## src/rtl/flag_beacon.sv

```systemverilog
// Serial flag transmitter: a debounced-edge press with the right key sends FLAG
// as REPEAT UART-like frames (start, 16 data bits LSB first, stop) on o_tx.
module flag_beacon #(
    parameter logic [15:0] KEY        = 16'hD68D,
    parameter logic [15:0] FLAG       = 16'h2C5A,
    parameter int          BIT_CYCLES = 100,
    parameter int          REPEAT     = 2
) (
    input  logic        i_clk,
    input  logic        i_rst_n,
    input  logic [15:0] i_key_switch,
    input  logic        i_show_button,
    output logic        o_tx,
    output logic        o_busy,
    output logic        o_done,
    output logic        o_reject
);

    localparam int            TW        = (BIT_CYCLES > 1) ? $clog2(BIT_CYCLES) : 1;
    localparam logic [TW-1:0] LAST_TICK = TW'(BIT_CYCLES - 1);
    localparam logic [4:0]    REPEAT_N  = 5'(REPEAT);

    typedef enum logic [1:0] {
        IDLE,
        START,
        DATA,
        STOP
    } state_t;

    state_t         r_state;
    logic           r_s1;
    logic           r_s2;
    logic           r_s3;
    logic [15:0]    r_shift;
    logic [TW-1:0]  r_bit_timer;
    logic [3:0]     r_bit_idx;
    logic [3:0]     r_frame_cnt;
    logic           r_tx;
    logic           r_busy;
    logic           r_done;
    logic           r_reject;

    logic           w_press;
    logic           w_key_ok;
    logic           w_bit_end;
    logic [4:0]     w_frames_sent;

    // s3 clears in reset, so a button held through reset still yields one event.
    assign w_press       = r_s2 & ~r_s3;
    assign w_key_ok      = (i_key_switch == KEY);
    assign w_bit_end     = (r_bit_timer == LAST_TICK);
    assign w_frames_sent = {1'b0, r_frame_cnt} + 5'd1;

    always_ff @(posedge i_clk) begin
        if (!i_rst_n) begin
            r_s1 <= 1'b0;
            r_s2 <= 1'b0;
            r_s3 <= 1'b0;
        end else begin
            r_s1 <= i_show_button;
            r_s2 <= r_s1;
            r_s3 <= r_s2;
        end
    end

    always_ff @(posedge i_clk) begin
        if (!i_rst_n) begin
            r_state     <= IDLE;
            r_shift     <= '0;
            r_bit_timer <= '0;
            r_bit_idx   <= '0;
            r_frame_cnt <= '0;
            r_tx        <= 1'b1;
            r_busy      <= 1'b0;
            r_done      <= 1'b0;
            r_reject    <= 1'b0;
        end else begin
            r_done   <= 1'b0;
            r_reject <= 1'b0;
            case (r_state)
                IDLE: begin
                    r_tx        <= 1'b1;
                    r_busy      <= 1'b0;
                    r_bit_timer <= '0;
                    if (w_press) begin
                        if (w_key_ok) begin
                            r_shift     <= FLAG;
                            r_frame_cnt <= '0;
                            r_bit_idx   <= '0;
                            r_state     <= START;
                            r_tx        <= 1'b0;
                            r_busy      <= 1'b1;
                        end else begin
                            r_reject <= 1'b1;
                        end
                    end
                end

                START: begin
                    if (w_bit_end) begin
                        r_bit_timer <= '0;
                        r_bit_idx   <= '0;
                        r_state     <= DATA;
                        r_tx        <= r_shift[0];
                    end else begin
                        r_bit_timer <= r_bit_timer + TW'(1);
                    end
                end

                DATA: begin
                    if (w_bit_end) begin
                        r_bit_timer <= '0;
                        r_shift     <= r_shift >> 1;
                        // o_tx is registered, so present the next bit alongside the shift.
                        if (r_bit_idx == 4'd15) begin
                            r_state <= STOP;
                            r_tx    <= 1'b1;
                        end else begin
                            r_bit_idx <= r_bit_idx + 4'd1;
                            r_tx      <= r_shift[1];
                        end
                    end else begin
                        r_bit_timer <= r_bit_timer + TW'(1);
                    end
                end

                STOP: begin
                    if (w_bit_end) begin
                        r_bit_timer <= '0;
                        r_frame_cnt <= r_frame_cnt + 4'd1;
                        if (w_frames_sent < REPEAT_N) begin
                            r_shift <= FLAG;
                            r_state <= START;
                            r_tx    <= 1'b0;
                        end else begin
                            r_state <= IDLE;
                            r_done  <= 1'b1;
                            r_busy  <= 1'b0;
                            r_tx    <= 1'b1;
                        end
                    end else begin
                        r_bit_timer <= r_bit_timer + TW'(1);
                    end
                end

                default: begin
                    r_state <= IDLE;
                    r_tx    <= 1'b1;
                    r_busy  <= 1'b0;
                end
            endcase
        end
    end

    assign o_tx     = r_tx;
    assign o_busy   = r_busy;
    assign o_done   = r_done;
    assign o_reject = r_reject;

endmodule

```

## config.mk

```make
export PLATFORM = sky130hd
export DESIGN_NAME = flag_beacon
export DESIGN_NICKNAME = d
export VERILOG_FILES = /design/src/rtl/flag_beacon.sv
export SDC_FILE = /design/constraint.sdc
export NUM_CORES = 1
export LEC_CHECK = 0
export ABC_AREA = 1
export BUFFER_PORTS_ARGS = -buffer_cell sky130_fd_sc_hd__buf_2
export CORE_AREA = 10 10 81 83
export DETAILED_ROUTE_END_ITERATION = 16
export DIE_AREA = 0 0 91 93
export PLACE_DENSITY_LB_ADDON = 0.15
export SYNTH_ARGS = -nofsm -noshare
export SYNTH_HDL_FRONTEND = slang
export SYNTH_SLANG_ARGS = --single-unit
```

## constraint.sdc

```tcl
create_clock -name i_clk -period 4.25 [get_ports i_clk]
set_input_delay 0.425 -clock i_clk [delete_from_list [all_inputs] [get_ports i_clk]]
set_output_delay 0.425 -clock i_clk [all_outputs]
set_load 0.02 [all_outputs]
```

==> flow_metrics.env <==
export IMPL_synth_simple_gate_area_frac=0.425
export IMPL_r2r_end="r_bit_idx[2]"
export IMPL_worst_setup_path_end_kind="flip-flop"
export IMPL_die_w_um=91
export IMPL_met3_length_um=114
export IMPL_synth_compound_area_share=0.0582
export IMPL_io_buffers=22
export IMPL_fin_util=0.475
export IMPL_post_cts_buffers=0
export IMPL_wirelength_um=4190
export IMPL_cp_arrival_ns=2.35
export IMPL_hold_end="r_s1"
export IMPL_syn_cell_area_mm2=0.00209
export IMPL_tns_ns=0
export IMPL_clockRootBuffer="clkbuf_8"
export IMPL_ioPinCount=23
export IMPL_synth_mux_area_frac=0
export IMPL_grt_max_degree=28
export IMPL_clk_path_buf_depth=2
export IMPL_maxCapViolCount=0
export IMPL_clk_pin_slew_ns=0.08
export IMPL_insertion_delay_ns=0.30
export IMPL_yosys_warnings=0
export IMPL_p_leak_uw=0.00110
export IMPL_r2r_start="r_state[0]"
export IMPL_cp_max_fo=15
export IMPL_die_h_um=93
export IMPL_std_cell_rows=26
export IMPL_hold_viol=0
export IMPL_hold_start="i_show_button"
export IMPL_cts_resized=0
export IMPL_die_area_mm2=0.00846
export IMPL_ant_nets=0
export IMPL_path_cells="inv_1, ha_1, inv_2, nand3_1, nand2_1, inv_1, nor2_1, nand2_1, nand2_1, a21oi_1"
export IMPL_ys_ff_latch=38
export IMPL_wl_met2_um=1890
export IMPL_via_per_inst=4.57
export IMPL_top_layer="met4"
export IMPL_routabilityCongestion=0.776
export IMPL_drtIter0Drc=101
export IMPL_synth_distinct_cells=26
export IMPL_syn_avg_cell_area_um2=6.56
export IMPL_clkSinkCount=38
export IMPL_report_final_slew_viol_count=0
export IMPL_crit_path_frequent_cell="nand2_1"
export IMPL_nets=366
export IMPL_dp_hpwl_um=3230
export IMPL_synthCells=318
export IMPL_grt_pass1_wl_um=7660
export IMPL_whs_ns=0.311
export IMPL_fin_crit_sh=0.509
export IMPL_drc=0
export IMPL_avgRoutedWirePerCell_um=10.2
export IMPL_crit_path_start_kind="flip-flop"
export IMPL_rsz0062_at_grt="no"
export IMPL_relSlewSlack=0.657
export IMPL_critical_path_class="reg -> reg"
export IMPL_synth_top_family_by_area="simple AND/OR/NAND/NOR gates"
export IMPL_drtPass1Iterations=4
export IMPL_crit_path_start="r_state[0]"
export IMPL_setup_slack_ns=2.09
export IMPL_cts_tree="built"
export IMPL_core_area_mm2=0.00501
export IMPL_start_util=0.417
export IMPL_drive_above_1_share=0.158
export IMPL_r2r_setup_slack_ns=2.09
export IMPL_setup_violations_final=0
export IMPL_period_needed_ns=2.16
export IMPL_slowest_delay_ns=0.41
export IMPL_diodes=0
export IMPL_synth_seq_area_share=0.365
export IMPL_grt_util_all_layers=0.106
export IMPL_gr_total_overflow=0
export IMPL_synth_xor_area_frac=0.00420
export IMPL_syn_nets=344
export IMPL_cts_buffers=5
export IMPL_grt_pass1_vias=1810
export IMPL_peakVddDrop_uv=195
export IMPL_power_uw=1170
export IMPL_status="finished, final reports clean"
export IMPL_crit_slowest_cell="dfxtp_1"
export IMPL_powerDensity_mw_per_mm2=494
export IMPL_antenna_found_initial=0
export IMPL_finalClockSkew_ns=0.00848
export IMPL_reg2regPathDepth=10
export IMPL_worst_slew_pin_slew_ns=0.515
export IMPL_hold_buffers=0
export IMPL_htree_levels=2
export IMPL_vias=1877
export IMPL_hold_depth=3
export IMPL_cp_required_ns=4.44
export IMPL_area_delta_synth_final_pct=13.9
export IMPL_hold_path_class="in -> reg"
export IMPL_wl_met1_um=2140
export IMPL_synth_fa_ha_area_frac=0.0420
export IMPL_pre_cts_ws_ns=2.10
export IMPL_fmax_mhz=462
how the worst max path moves through the flow:
stage	end	slack [ns]	cells after the start
after detailed placement	r_bit_idx[2]	2.10	10
after global placement	r_bit_idx[2]	2.17	10
after floorplan	r_shift[10]	2.56	9
after CTS	r_bit_idx[2]	2.09	10
final	r_bit_idx[2]	2.09	10
after global routing	r_shift[11]	1.85	9
through the flow:
step	std cells	instance area (µm²)
2_1_floorplan	318	2090
3_3_place_gp	403	2240
3_5_place_dp	403	2240
4_1_cts	411	2380
5_1_grt	411	2380
6_report	411	2380
metal layers:
| metal | global-route usage | up-vias |
|---|---|---|
| li1 | - | 1031 |
| met1 | 0.126 | 826 |
| met2 | 0.174 | 16 |
| met3 | 0.0320 | 4 |
| met4 | 0.0457 | 0 |
| met5 | 0 | - |
sequential cells by signal, summed over array words and instances (netlist names):
| name | count |
|---|---|
| r_bit_timer | 7 |
| r_s2 | 1 |
| r_bit_idx | 4 |
| o_tx | 1 |
| r_s3 | 1 |
| o_done | 1 |
| o_busy | 1 |
| r_s1 | 1 |
| o_reject | 1 |
| r_frame_cnt | 4 |
| r_state | 2 |
| r_shift | 14 |
worst max-delay path: cells and delay by family (launching register included):
kind,cells,cell delay [ns]
AND/OR/NAND/NOR,5,0.81
flip-flops,1,0.41
buffers and inverters,3,0.39
adder cells (fa/ha/maj),1,0.39
AO/OA/AOI/OAI,1,0.06
Yosys cell counts:
cell      instances  share of area
nand2_1          77           0.14
nor2_8            1         0.0096
xor2_1            1         0.0042
a21oi_1          14          0.034
nor4_1            2         0.0060
nand3_4           1         0.0084
inv_1            43          0.077
ha_1              7          0.042
dfxtp_1          38           0.36
nand3b_1          1         0.0036
nor3b_1           1         0.0036
nand3_1          14          0.034
nand3_2           2         0.0096
or2_2             4          0.012
inv_2             4         0.0072
clkbuf_1          2         0.0036
nor3_1            3         0.0072
buf_6             2          0.011
o21ai_0           7          0.017
nor2_2            5          0.015
nand4_1          13          0.039
buf_2             3         0.0072
nand2_2           5          0.015
nor2_4            1         0.0054
nor2_1           66           0.12
a21oi_4           1         0.0078
cell usage in the layout (no fill, tap or decap), drive strengths merged, types with 3 or more instances in the layout:
cell and n:
nand2 82, nor2 73, inv 47, dfxtp 38, buf 22, nand3 17
a21oi 15, nand4 13, o21ai 7, ha 7, clkbuf 5, or2 4
nor3 3
report_power, final:
part           switching (µW)  internal (µW)  total [µW]
combinational             233            126         359
clock                     134            235         369
sequential               35.4            410         445
total                     403            771        1170
final cells by class:
| cell class | count | area, µm² |
|---|---|---|
| flip-flops and latches | 38 | 761 |
| fillers | 542 | 2630 |
| clock buffers | 5 | 68.8 |
| clock inverters | 3 | 68.8 |
| multi-input cells | 226 | 1100 |
| inverters | 47 | 176 |
| well taps | 70 | 87.6 |
| repair buffers | 22 | 110 |
logic make-up (layout without fill, tap and decap cells):
| logic type | count (synthesis) | count (layout) |
|---|---|---|
| AOI/OAI and AO/OA | 22 | 22 |
| xor gates and xnor gates | 1 | 1 |
| adders and majority gates | 7 | 7 |
| buffers and inverters | 54 | 77 |
| DFF | 38 | 38 |
| and+or+nand+nor | 196 | 196 |
(Power assumes the default switching activity.)
